`src/rtl/clk_div_pkg.sv`:
```
// Shared types and constants for the multi-channel clock divider.
package clk_div_pkg;

    localparam int unsigned MinDiv = 2;
    localparam int unsigned CfgW   = 32;

    typedef struct packed {
        logic [CfgW-1:0] div;
        logic [CfgW-1:0] high;
    } clk_div_cfg_t;

    function automatic int unsigned ch_idx_w(input int unsigned n);
        return (n > 1) ? $clog2(n) : 1;
    endfunction

endpackage

```
`src/rtl/clk_div_chan.sv`:
```
// One divider channel: counter, shadow period/high time, pending flag and output registers.
// CLK_DIV_DUTY_EN selects a programmable high time; otherwise high time is floor(D/2).
module clk_div_chan
    import clk_div_pkg::*;
#(
    parameter int unsigned CNT_W   = 17,
    parameter int unsigned DEF_DIV = 100000
) (
    input  logic         clk_i,
    input  logic         rst_i,
    input  logic         en_i,
    input  logic         cfg_we_i,
    input  clk_div_cfg_t cfg_i,
    output logic         pending_o,
    output logic         clk_o,
    output logic         tick_o
);

    // The period is held as D-1 so that D = 2^CNT_W still fits.
    localparam logic [CNT_W-1:0] DefLast = CNT_W'(DEF_DIV - 1);
    localparam logic [CNT_W-1:0] DefHigh = CNT_W'(DEF_DIV / 2);

    logic [CNT_W-1:0] last_q, last_d;
    logic [CNT_W-1:0] cnt_q, cnt_d;
    logic [CNT_W-1:0] sh_last_q, sh_last_d;
    logic             pending_q, pending_d;
    logic             clk_q, clk_d;
    logic             tick_q, tick_d;
    logic [CNT_W-1:0] cfg_div, new_last, high_nx;
    logic             wrap;
    logic             unused_cfg;

    assign unused_cfg = ^cfg_i;
    assign cfg_div    = cfg_i.div[CNT_W-1:0];
    assign new_last   = (cfg_div < CNT_W'(MinDiv)) ? CNT_W'(MinDiv - 1) : cfg_div - 1'b1;
    assign wrap       = (cnt_q == last_q);

`ifdef CLK_DIV_DUTY_EN
    logic [CNT_W-1:0] high_q, high_d;
    logic [CNT_W-1:0] sh_high_q, sh_high_d;
    logic [CNT_W-1:0] cfg_high;

    assign cfg_high = cfg_i.high[CNT_W-1:0];
    assign high_nx  = high_d;

    always_comb begin
        high_d    = high_q;
        sh_high_d = sh_high_q;
        if (en_i) begin
            if (wrap && pending_q) high_d = sh_high_q;
            if (cfg_we_i) sh_high_d = cfg_high;
        end else if (cfg_we_i) begin
            high_d = cfg_high;
        end else if (pending_q) begin
            high_d = sh_high_q;
        end
    end

    always_ff @(posedge clk_i or negedge rst_i) begin
        if (!rst_i) begin
            high_q    <= DefHigh;
            sh_high_q <= DefHigh;
        end else begin
            high_q    <= high_d;
            sh_high_q <= sh_high_d;
        end
    end
`else
    // High time follows the period; odd periods spend the extra cycle low.
    assign high_nx = CNT_W'(({1'b0, last_d} + 1'b1) >> 1);
`endif

    always_comb begin
        last_d    = last_q;
        cnt_d     = cnt_q;
        sh_last_d = sh_last_q;
        pending_d = pending_q;
        tick_d    = 1'b0;
        if (en_i) begin
            if (wrap) begin
                cnt_d  = '0;
                tick_d = 1'b1;
                if (pending_q) begin
                    last_d    = sh_last_q;
                    pending_d = 1'b0;
                end
            end else begin
                cnt_d = cnt_q + 1'b1;
            end
            // Accepts only happen with pending clear, so a write on the wrap edge waits a period.
            if (cfg_we_i) begin
                sh_last_d = new_last;
                pending_d = 1'b1;
            end
        end else if (cfg_we_i) begin
            last_d = new_last;
            cnt_d  = new_last;
        end else if (pending_q) begin
            last_d    = sh_last_q;
            cnt_d     = sh_last_q;
            pending_d = 1'b0;
        end else begin
            cnt_d = last_q;
        end
        clk_d = en_i && (cnt_d < high_nx);
    end

    always_ff @(posedge clk_i or negedge rst_i) begin
        if (!rst_i) begin
            last_q    <= DefLast;
            cnt_q     <= DefLast;
            sh_last_q <= DefLast;
            pending_q <= 1'b0;
            clk_q     <= 1'b0;
            tick_q    <= 1'b0;
        end else begin
            last_q    <= last_d;
            cnt_q     <= cnt_d;
            sh_last_q <= sh_last_d;
            pending_q <= pending_d;
            clk_q     <= clk_d;
            tick_q    <= tick_d;
        end
    end

    assign pending_o = pending_q;
    assign clk_o     = clk_q;
    assign tick_o    = tick_q;

endmodule

```
`src/rtl/clk_div_multi.sv`:
```
// Multi-channel programmable clock-enable/divider; decodes config writes to clk_div_chan instances.
// Optional macro CLK_DIV_DUTY_EN enables a programmable high time per channel.
module clk_div_multi
    import clk_div_pkg::*;
#(
    parameter int unsigned CHANNELS = 4,
    parameter int unsigned CNT_W    = 17,
    parameter int unsigned DEF_DIV  = 100000,
    localparam int unsigned ChW     = ch_idx_w(CHANNELS)
) (
    input  logic                clk_i,
    input  logic                rst_i,
    input  logic [CHANNELS-1:0] en_i,
    input  logic                cfg_valid_i,
    output logic                cfg_ready_o,
    input  logic [ChW-1:0]      cfg_ch_i,
    input  logic [CNT_W-1:0]    cfg_div_i,
    input  logic [CNT_W-1:0]    cfg_high_i,
    output logic [CHANNELS-1:0] clk_o,
    output logic [CHANNELS-1:0] tick_o
);

    localparam int unsigned PendW = 2 ** ChW;

    logic [CHANNELS-1:0] pending;
    logic [PendW-1:0]    pend_ext;
    logic                accept;
    clk_div_cfg_t        cfg;

    // Indices past the last channel read as never pending and select no channel.
    assign pend_ext    = PendW'(pending);
    assign cfg_ready_o = !pend_ext[cfg_ch_i];
    assign accept      = cfg_valid_i && cfg_ready_o;
    assign cfg.div     = CfgW'(cfg_div_i);
    assign cfg.high    = CfgW'(cfg_high_i);

    for (genvar g = 0; g < CHANNELS; g++) begin : g_chan
        clk_div_chan #(
            .CNT_W   (CNT_W),
            .DEF_DIV (DEF_DIV)
        ) u_chan (
            .clk_i     (clk_i),
            .rst_i     (rst_i),
            .en_i      (en_i[g]),
            .cfg_we_i  (accept && (cfg_ch_i == ChW'(g))),
            .cfg_i     (cfg),
            .pending_o (pending[g]),
            .clk_o     (clk_o[g]),
            .tick_o    (tick_o[g])
        );
    end

endmodule

```
`config.mk`:
```
export PLATFORM = sky130hd
export DESIGN_NAME = clk_div_multi
export DESIGN_NICKNAME = d
export VERILOG_FILES = /design/src/rtl/clk_div_pkg.sv /design/src/rtl/clk_div_chan.sv /design/src/rtl/clk_div_multi.sv
export SDC_FILE = /design/constraint.sdc
export NUM_CORES = 1
export LEC_CHECK = 0
export CAP_MARGIN = 20
export CELL_PAD_IN_SITES_DETAIL_PLACEMENT = 0
export CELL_PAD_IN_SITES_GLOBAL_PLACEMENT = 1
export CORE_MARGIN = 2
export CORE_UTILIZATION = 40
export DETAILED_ROUTE_END_ITERATION = 12
export PLACE_DENSITY_LB_ADDON = 0.1
export SYNTH_ARGS = -nofsm -noshare
export SYNTH_HDL_FRONTEND = slang
export SYNTH_SLANG_ARGS = --single-unit
export TNS_END_PERCENT = 100
```
`constraint.sdc`:
```
create_clock -name clk_i -period 11.8 [get_ports clk_i]
set_clock_uncertainty 0.1 [all_clocks]
set_input_delay 3.54 -clock clk_i [delete_from_list [all_inputs] [get_ports clk_i]]
set_output_delay 3.54 -clock clk_i [all_outputs]
set_load 0.05 [all_outputs]
```
# Word level (Yosys, flattened, before mapping)
# Cells that the tools add are included.
dict set report op_classes {
  mux 51
  div 0
  bitwise_logic 0
  eq_ne 15
  reduce_logical 19
  n_addsub 9
  multipliers 0
  order_cmp 6
  n_shift 0
}
# op count
set ops {}
lappend ops {{$mux 17} 25}
lappend ops {{$add 17x1->18 const B} 4}
lappend ops {{$add 17x1->17 const B} 4}
lappend ops {{$eq 17x17->1} 4}
lappend ops {{$lt 17x17->1} 4}
lappend ops {{$mux 1} 25}
lappend ops {{$lt 17x2->1 const B} 1}
lappend ops {{$sub 17x1->17 const B} 1}
lappend ops {{$reduce_and 2->1} 8}
lappend ops {{$ne 3x1->1 const B} 4}
lappend ops {{$logic_and 1x1->1} 9}
lappend ops {{$ne 2x2->1 const B} 4}
lappend ops {{$eq 2x2->1 const B} 2}
lappend ops {{$lt 2x3->1 const B} 1}
lappend ops {{$bmux 1 s2} 1}
lappend ops {{$eq 2x1->1 const B} 1}
lappend ops {{$logic_not 2->1} 1}
lappend ops {{$logic_not 1->1} 1}
dict set report word_totals {
  ram_bits 0
  output_inout_bits 9
  in_bits 43
  latchBits 0
  memories 0
  romBits 0
  regBits 216
}

# Depth between registers and ports, before layout
# Gate-level depths: netlist (run 1).
dict set report logic_depth {
  depth_word 10
  ltp_mapped 26
}

# Modules after synthesis
# From an unflattened synthesis (run 1), not the netlist that was laid out.
dict set report unflattened {
  cells_unflattened 1820
  hier_area_um2 16971.3
}
# mod cells_each instances area_per_inst_um2
set by_module_without_submodules {}
lappend by_module_without_submodules {{clk_div_chan at g_chan[1].u_chan ...} 448 2 4269.1}
lappend by_module_without_submodules {{clk_div_chan at g_chan[0].u_chan ...} 458 2 4182.8}
lappend by_module_without_submodules {clk_div_multi 8 1 67.6}

# Least setup slack after synthesis (run 1)
# OpenSTA, ideal clock, no wires.
dict set report synth_timing {
  path_kind {input to output}
  start {input cfg_ch_i[0]}
  end {output cfg_ready_o}
  n_path_buf 1
  t_required_ns 8.160
  t_arrival_ns 4.395
  cell_stages 3
  slack_ns 3.765
  path_cell_list {clkbuf_1 mux4_2 inv_1}
}
dict set report synth_via {
  elab_chain_cells 3
}
# element line_no
set synth_lines {}
lappend synth_lines {{start, declared} clk_div_multi.sv:16} ;# input logic [ChW-1:0] cfg_ch_i,
lappend synth_lines {{$bmux 1 s2} clk_div_multi.sv:32} ;# assign cfg_ready_o = !pend_ext[cfg_ch_i];
lappend synth_lines {{$mux 1 (implied by the code)} clk_div_multi.sv:32}
lappend synth_lines {{$logic_not 1->1} clk_div_multi.sv:32}
lappend synth_lines {{end, declared} clk_div_multi.sv:15} ;# output logic cfg_ready_o,
# Every way passes these cells. The select of a mux whose other input is x is not followed.

# Worst setup path in the final report (run 1)
dict set report layout_timing {
  start {input cfg_ch_i[1]}
  end {output cfg_ready_o}
}
# The elaborated chain is that of the path after synthesis.

==> results of run 1 <==
==> flip-flops by register name, summed over array words and instances (netlist names) <==
name / cells
g_chan.u_chan.cnt_q: 68
g_chan.u_chan.clk_o: 4
g_chan.u_chan.tick_o: 4
g_chan.u_chan.last_q: 68
g_chan.u_chan.pending_o: 4
g_chan.u_chan.sh_last_q: 68
==> stage by stage <==
stage | instance area [µm²] | util | power (mW) | hold slack, ns | cells
floorplan | 15440 | - | 1.825 | 0.3583 | 1705
global placement | 16210 | 0.4284 | 2.123 | 0.3775 | 2178
detailed placement | 16220 | 0.4287 | 2.130 | 0.3865 | 2179
CTS | 17140 | 0.4530 | 3.024 | 0.3939 | 2228
global route | 17200 | 0.4544 | 3.196 | 0.4144 | 2230
finish | 17200 | 0.4544 | 2.997 | 0.3906 | 2230
==> cells in the final DEF, fill, tap and decap left out, types with 5 or more instances in the layout <==
| master | n |
|---|---|
| nand2_1 | 184 |
| o21ai_0 | 138 |
| dfstp_2 | 120 |
| xor2_1 | 112 |
| dfrtp_1 | 96 |
| nor2_1 | 85 |
| xnor2_1 | 80 |
| mux2i_1 | 75 |
| ha_1 | 73 |
| a21oi_1 | 72 |
| nand3_1 | 61 |
| inv_1 | 43 |
| a211oi_1 | 41 |
| nand4_1 | 36 |
| nor2b_1 | 33 |
| o22ai_1 | 30 |
| clkdlybuf4s50_1 | 30 |
| clkbuf_16 | 27 |
| buf_4 | 26 |
| and3_1 | 25 |
| mux2_2 | 24 |
| nor4_1 | 23 |
| nor3_1 | 19 |
| a31oi_1 | 19 |
| o21bai_1 | 18 |
| a21o_1 | 18 |
| nand2b_1 | 11 |
| o211ai_1 | 10 |
| o31ai_1 | 10 |
| a211o_1 | 9 |
| or4_1 | 8 |
| a311oi_1 | 8 |
| and2_1 | 7 |
| clkbuf_8 | 7 |
| o31a_1 | 6 |
| nor3_2 | 6 |
| clkbuf_1 | 6 |
| or3_1 | 5 |
| o21ai_1 | 5 |
| o21a_1 | 5 |
==> final cells by class <==
cell class	count	area, µm²	area share
multi-input cells	1345	9318	0.5418
flip-flops and latches	216	5555	0.3230
clock buffers	40	794.5	0.04620
well taps	511	639.4	0.03718
repair buffers	63	591.8	0.03441
inverters	46	172.7	0.01004
clock inverters	9	126.4	0.007348
==> cell families (layout without fill, tap and decap cells) <==
| family | count (synthesis) | count (layout) | share of synthesized area |
|---|---|---|---|
| muxes | 100 | 100 | 0.06757 |
| AOI/OAI and AO/OA | 438 | 438 | 0.1859 |
| DFF | 216 | 216 | 0.3597 |
| and+or+nand+nor | 541 | 541 | 0.1789 |
| buffers and inverters | 144 | 158 | 0.03889 |
| xor gates and xnor gates | 193 | 193 | 0.1099 |
| adders and majority gates | 73 | 73 | 0.05914 |
==> worst max-delay path by stage <==
stage,slack (ns),depth (start not counted),to,from
detailed placement,2.39,4,cfg_ready_o,cfg_ch_i[1]
global placement,2.41,4,cfg_ready_o,cfg_ch_i[1]
global route,2.31,4,cfg_ready_o,cfg_ch_i[1]
CTS,2.39,4,cfg_ready_o,cfg_ch_i[1]
finish,2.40,4,cfg_ready_o,cfg_ch_i[1]
floorplan,3.76,3,cfg_ready_o,cfg_ch_i[0]
==> power by group through the flow <==
stage | clock, mW | combinational (mW) | sequential, mW
4_1_cts | 0.897 | 0.971 | 1.16
3_3_place_gp | 0 | 0.959 | 1.16
3_5_place_dp | 0 | 0.965 | 1.17
5_1_grt | 0.922 | 1.09 | 1.18
6_report | 0.875 | 0.967 | 1.16
2_1_floorplan | 0 | 0.724 | 1.10
==> per-layer routing <==
metal  up-vias  part of all wire
met5         -                 0
li1       6202                 -
met1      6272              0.48
met4         0             0.023
met2       276              0.46
met3        62             0.041
==> worst reg2reg max path, cell delays in order (launching register included) <==
cell	delay, ns
dfstp_2	0.55
xor2_1	0.10
nor4_1	0.43
and3_1	0.32
nand3_1	0.76
mux2_2	0.46
nand2_1	0.04
o21ai_0	0.14
ha_1	0.23
inv_1	0.05
a211o_1	0.29
or4_1	0.58
nor2_1	0.17
xnor2_1	0.14
ha_1	0.26
nor2b_1	0.13
o21ai_0	0.14
nand2b_1	0.07
a21oi_1	0.14
nor2b_1	0.05
o21ai_0	0.16
nand2b_1	0.08
a2111oi_0	0.42
==> cell usage after synthesis (5+ instances only) <==
| cell type | n |
|---|---|
| o31a_1 | 6 |
| a311oi_1 | 8 |
| nand4_1 | 36 |
| a211oi_1 | 41 |
| nand2_1 | 184 |
| and3_1 | 25 |
| clkbuf_1 | 63 |
| o21ai_0 | 138 |
| or4_1 | 8 |
| nor3_1 | 21 |
| mux2i_1 | 75 |
| mux2_2 | 24 |
| a21oi_1 | 72 |
| buf_1 | 13 |
| buf_4 | 8 |
| dfrtp_1 | 96 |
| a31oi_1 | 19 |
| o211ai_1 | 10 |
| nor2_1 | 85 |
| ha_1 | 73 |
| o21ai_1 | 5 |
| a21o_1 | 18 |
| o22ai_1 | 31 |
| inv_1 | 43 |
| a211o_1 | 9 |
| o21bai_1 | 18 |
| nand2b_1 | 11 |
| xnor2_1 | 80 |
| buf_2 | 11 |
| nor2b_1 | 33 |
| xor2_1 | 112 |
| dfstp_2 | 120 |
| o31ai_1 | 10 |
| or3_1 | 5 |
| and2_1 | 7 |
| o21a_1 | 5 |
| nand3_1 | 61 |
| nor4_1 | 23 |
==> metrics.md, run 1 <==
| Metric | Value |
|---|---|
| Startpoint Class | input port |
| Setup Buffers After CTS | 0 |
| Slowest CP cell | clkdlybuf4s50_1 |
| Worst slew margin | 0.3041 |
| DRC | 0 |
| DP HPWL | ~35,000 µm |
| Max Transition Viols Final | 0 |
| IO Pins | 52 |
| Met2 Track Usage GR | 0.3901 |
| CTS Sinks | roughly 220 |
| Yosys cell types | 93 |
| Top Usage Layer GRT | met2 |
| Root buffer cell | clkbuf_16 |
| Reg-to-Reg End | g_chan[2].u_chan.clk_o$_DFF_PN0_ |
| Endpoints failing setup | 0 |
| Worst path bufs/invs | 3 |
| Via-to-Cell Ratio | 5.745 |
| Number of synthesized flops with an enable pin | 0 |
| Hold Buf Count CTS | 0 |
| Syn Nets | 1,821 |
| Async SR Flop Fraction | 1.000 |
| Vias in the first global route | about 13k |
| Top cells by area, synth | dfstp_2 20%, dfrtp_1 16%, xor2_1 6.4% |
| Pin count of the biggest net entering global routing | 99 |
| Critical path type | in2out |
| Vias | 12.81k |
| CTS buffer count | 27 |
| Clk network pwr share | 0.292 |
| Nets | 1,815 |
| Die Y | 200.5 µm |
| ANT nets after route | 0 |
| Net Sw Frac | 0.3625 |
| Sequential fraction of the synthesis area | 0.3597 |
| Global Route met1 Usage | 0.3435 |
| Final Hold Fails | 0 |
| Clock buffer depth | 3 |
| Critical Path, Cell by Cell | clkdlybuf4s50_1 -> mux4_2 -> inv_1 -> clkdlybuf4s50_1 |
| Max incr delay on CP | about 0.79 ns |
| H-tree depth | 1 |
| TNS Setup | 0 ns |
| CP Capture Type | output pin |
| Rows | 71 |
| Router iterations before antenna repair | 5 |
| Grt met3 use | 0.02906 |
| Reg2Reg Launch Point | g_chan[2].u_chan.cnt_q[15]$_DFF_PN1_ |
| Max Cap Viol | 0 |
| Area Growth Syn to Fin | 11.36% |
| Die Wd | 200.5 µm |
| Final GP Congestion | 0.8817 |
| Net switching power | 1.087 mW |
| Hold WC Path Type | reg2reg |
| # diodes | 0 |
| Initial Utilization | 0.4081 |
| Synth Warn # | 0 |
| Tcrit/Tclk final | 0.7970 |
| Core box area | between 30,000 and 40,000 µm² |
| Layout fillers | ~3.8k |
| RSZ-0062 raised after global routing | no |
| Wire per inst | 21.87 µm |
| Fmax | 106.3 MHz |
| Hold Path Origin | g_chan[1].u_chan.sh_last_q[9]$_DFFE_PN1P_ |
| Critical path required time | 8.16 ns |
| Post-CTS resize count | 0 |
| Syn Inst Count | 1,705 |
| Hold path depth | 2 |
| Dpl ws | 2.390 ns |
| Outcome | finished, final reports clean |
| PnR worst setup slack | 2.396 ns |
| CTS tree | yes |
| Peak supply drop | 0.0001690 V |
| Sequential share of power | 0.385 |
| Synthesized cell area | 15,440 µm² |
| GRT Util Overall | 0.2411 |
| Post-synth top flop | dfstp_2 |
| PortBufs | 34 |
| Worst reg2reg setup slack | roughly 5.8 ns |
| Initial antenna violation count | 1 |
| CP top delay family | buffers and inverters |
| Pleak | about 6.9 nW |
| Number of cells on the worst reg-to-reg path | 22 |
| Initial drt markers | approximately 650 |
| Most frequent CP cell | clkdlybuf4s50_1 |
| Clock Latency Late Sink | 0.57 ns |
| Share of layout cells above drive strength 1 | 0.1559 |
| Logic gate share of total power | 0.323 |
| Die area | 40,200 µm² |
| Cell taking the most area after synthesis | dfstp_2 |
| Register bit total from synthesis | between 200 and 250 |
| First-pass GRT wire length | 76,120 µm |
| Total Wirelength | 48,770 µm |
| CTS clock-pin slew for the worst setup and hold paths | 0.06 ns |
| Power Density | ~170 nW/µm² |
| Overflow after GRT | 0 |
| Internal power | 1.911 mW |
| Synth top area share | 0.2042 |
| Worst Tran Pin Value | between 1 and 1.5 ns |
| Tmin final | 9.404 ns |
| Worst Hold Path EP | g_chan[1].u_chan.sh_last_q[9]$_DFFE_PN1P_ |
| Max FO, Critical Path | 6 |
| Synth Area per Inst | ~9.1 µm² |
| Worst path arrival time | 5.76 ns |
Power figures use the tool's default switching activity.
==> run 2: changes to the inputs <==
==> constraint.sdc (replaced) <==
create_clock -name clk_i -period 9.6 [get_ports clk_i]
set_clock_uncertainty 0.1 [all_clocks]
set_input_delay 2.88 -clock clk_i [delete_from_list [all_inputs] [get_ports clk_i]]
set_output_delay 2.88 -clock clk_i [all_outputs]
set_load 0.05 [all_outputs]
==> run 2 against run 1 <==
Sequential cell count unchanged. Non-clock buffer count up 6. Worst setup slack worse by 0.91 ns. Register-to-register slack worse by 2.1 ns. Routed wire length down 0.62%. Critical endpoint unchanged.
==> metrics.md, run 2 (same netlist as run 1, synthesis figures left out) <==
| Metric | Value |
|---|---|
| Outcome | finished, final reports clean |
| Overflow after GRT | 0 |
| Die Y | 200.5 µm |
| Hold WC Path Type | reg2reg |
| Critical path type | in2out |
| Reg-to-Reg End | g_chan[2].u_chan.clk_o$_DFF_PN0_ |
| Vias in the first global route | 12.66k |
| Top flop regs | g_chan.u_chan.cnt_q (68), g_chan.u_chan.last_q (68), g_chan.u_chan.sh_last_q (68) |
| Share of layout cells above drive strength 1 | 0.1586 |
| Layout fillers | roughly 3.8k |
| Max Transition Viols Final | 0 |
| Tmin final | 8.113 ns |
| Fmax | 123.3 MHz |
| Worst Tran Pin Value | 0.9546 ns |
| Placed Cells incl. Taps | 2,184 |
| H-tree depth | 1 |
| Nets | 1,822 |
| Reg2Reg Launch Point | g_chan[2].u_chan.last_q[15]$_DFF_PN1_ |
| Crit. Startpoint | cfg_ch_i[1] |
| PortBufs | 34 |
| # diodes | 0 |
| Footprint of the multi-input gates | a little over 9000 µm² |
| Pleak | 6.902 nW |
| GRT Util Overall | 0.2382 |
| Worst Hold Slack | 0.3892 ns |
| Hold Buf Count CTS | 0 |
| First-pass GRT wire length | 75,260 µm |
| DRC | 0 |
| Internal power | 2.338 mW |
| Endpoints failing setup | 0 |
| Number of cells on the worst reg-to-reg path | 22 |
| CTS buffer count | 28 |
| CTS clock-pin slew for the worst setup and hold paths | 0.06 ns |
| CTS tree | yes |
| Worst slew margin | 0.3636 |
| Via-to-Cell Ratio | around 5.7 |
| Die Wd | around 200 µm |
| Startpoint Class | input port |
| Vias | 12.83k |
| Initial antenna violation count | 0 |
| Critical path required time | 6.62 ns |
| Net switching power | 1.343 mW |
| TNS Setup | 0 ns |
| Final GP Congestion | 0.8499 |
| Max FO, Critical Path | 6 |
| Crit path to | cfg_ready_o |
| Initial Utilization | 0.4081 |
| Initial drt markers | 733 |
| Logic gate share of total power | 0.325 |
| Setup Buffers After CTS | 0 |
| Final Instance Area | ~17,000 µm² |
| Worst reg2reg setup slack | 3.74 ns |
| Final Hold Fails | 0 |
| ANT nets after route | 0 |
| Clk network pwr share | 0.288 |
| Total Wirelength | 48,470 µm |
| Power Density | 213.2 nW/µm² |
| Core box area | 37,840 µm² |
| Peak supply drop | 0.0001073 V |
| Most common cell after layout, fill and taps aside | nand2_1 |
| Root buffer cell | clkbuf_16 |
| RSZ-0062 raised after global routing | no |
| Pin count of the biggest net entering global routing | roughly 120 |
| Post-CTS resize count | 0 |
| CP Capture Type | output pin |
| DP HPWL | 35,690 µm |
| Tcrit/Tclk final | 0.8451 |
| Net Sw Frac | 0.3648 |
| IO Pins | 52 |
| Rows | between 70 and 80 |
| Max Cap Viol | 0 |
| Wire per inst | roughly 22 µm |
| Sequential Area | approximately 5600 µm² |
| Non-Filler Instances | 2,239 |
| Area Growth Syn to Fin | 11.79% |
| Clock Latency Late Sink | about 0.57 ns |
| CTS Sinks | between 200 and 250 |
| Most frequent cells in the layout | 184 x nand2_1, 138 x o21ai_0, 120 x dfstp_2 |
| Clock buffer depth | 3 |
| Sequential share of power | 0.387 |
| Die area | 40,200 µm² |
| Placed inst area | 16,260 µm² |
| Router iterations before antenna repair | 5 |
| Worst path arrival time | 5.13 ns |
## run 2: changes by cell type in the layout (fill, tap and decap cells not counted), sizes merged
cell    change
clkinv      +2
clkbuf      +4
bufinv      -2
buf         +6
inv         -1
## run 2: metrics by stage
step	total power, mW	utilization	setup WS (ns)
after floorplan	2.243	-	2.518
after global placement	2.614	0.4297	1.047
after detailed placement	2.630	0.4297	1.037
after CTS	3.708	0.4540	1.500
after global routing	3.927	0.4562	1.196
final	3.680	0.4562	1.487
## run 2: how the worst min path moves through the flow
stage	cells after the start	endpoint	start
6_report	2	g_chan[0].u_chan.sh_last_q[10]$_DFFE_PN1P_	g_chan[0].u_chan.sh_last_q[10]$_DFFE_PN1P_
5_1_grt	2	g_chan[3].u_chan.sh_last_q[10]$_DFFE_PN1P_	g_chan[3].u_chan.sh_last_q[10]$_DFFE_PN1P_
4_1_cts	2	g_chan[0].u_chan.sh_last_q[10]$_DFFE_PN1P_	g_chan[0].u_chan.sh_last_q[10]$_DFFE_PN1P_
3_5_place_dp	2	g_chan[0].u_chan.sh_last_q[10]$_DFFE_PN1P_	g_chan[0].u_chan.sh_last_q[10]$_DFFE_PN1P_
3_3_place_gp	2	g_chan[1].u_chan.sh_last_q[9]$_DFFE_PN1P_	g_chan[1].u_chan.sh_last_q[9]$_DFFE_PN1P_
2_1_floorplan	2	g_chan[0].u_chan.sh_last_q[14]$_DFFE_PN0P_	g_chan[0].u_chan.sh_last_q[14]$_DFFE_PN0P_
## run 2: power by group through the flow
| stage | registers, mW | clock network, mW | logic, mW |
|---|---|---|---|
| global route | 1.46 | 1.12 | 1.35 |
| CTS | 1.42 | 1.08 | 1.20 |
| detailed placement | 1.44 | 0 | 1.19 |
| floorplan | 1.35 | 0 | 0.890 |
| global placement | 1.43 | 0 | 1.18 |
| finish | 1.42 | 1.06 | 1.20 |
## run 2: critical path, cell delays in order
cell and delay, ns:
clkdlybuf4s50_1 0.74, mux4_2 0.62, inv_1 0.10, clkdlybuf4s50_1 0.80
## run 2: cell type report
type / count / share of cell area
Multi-Input combinational cell: 1345 / 0.5394
Sequential cell: 216 / 0.3218
Clock buffer: 44 / 0.04935
Timing Repair Buffer: 69 / 0.03856
Tap cell: 511 / 0.03703
Inverter: 46 / 0.01000
Clock inverter: 8 / 0.003914
## run 2: metal layers
layer | track usage | part of all wire | vias up
met2 | 0.3839 | 0.46 | 256
met5 | 0 | 0 | -
met3 | 0.02516 | 0.033 | 70
li1 | - | - | 6199
met4 | 0.05529 | 0.024 | 0
met1 | 0.3439 | 0.49 | 6303
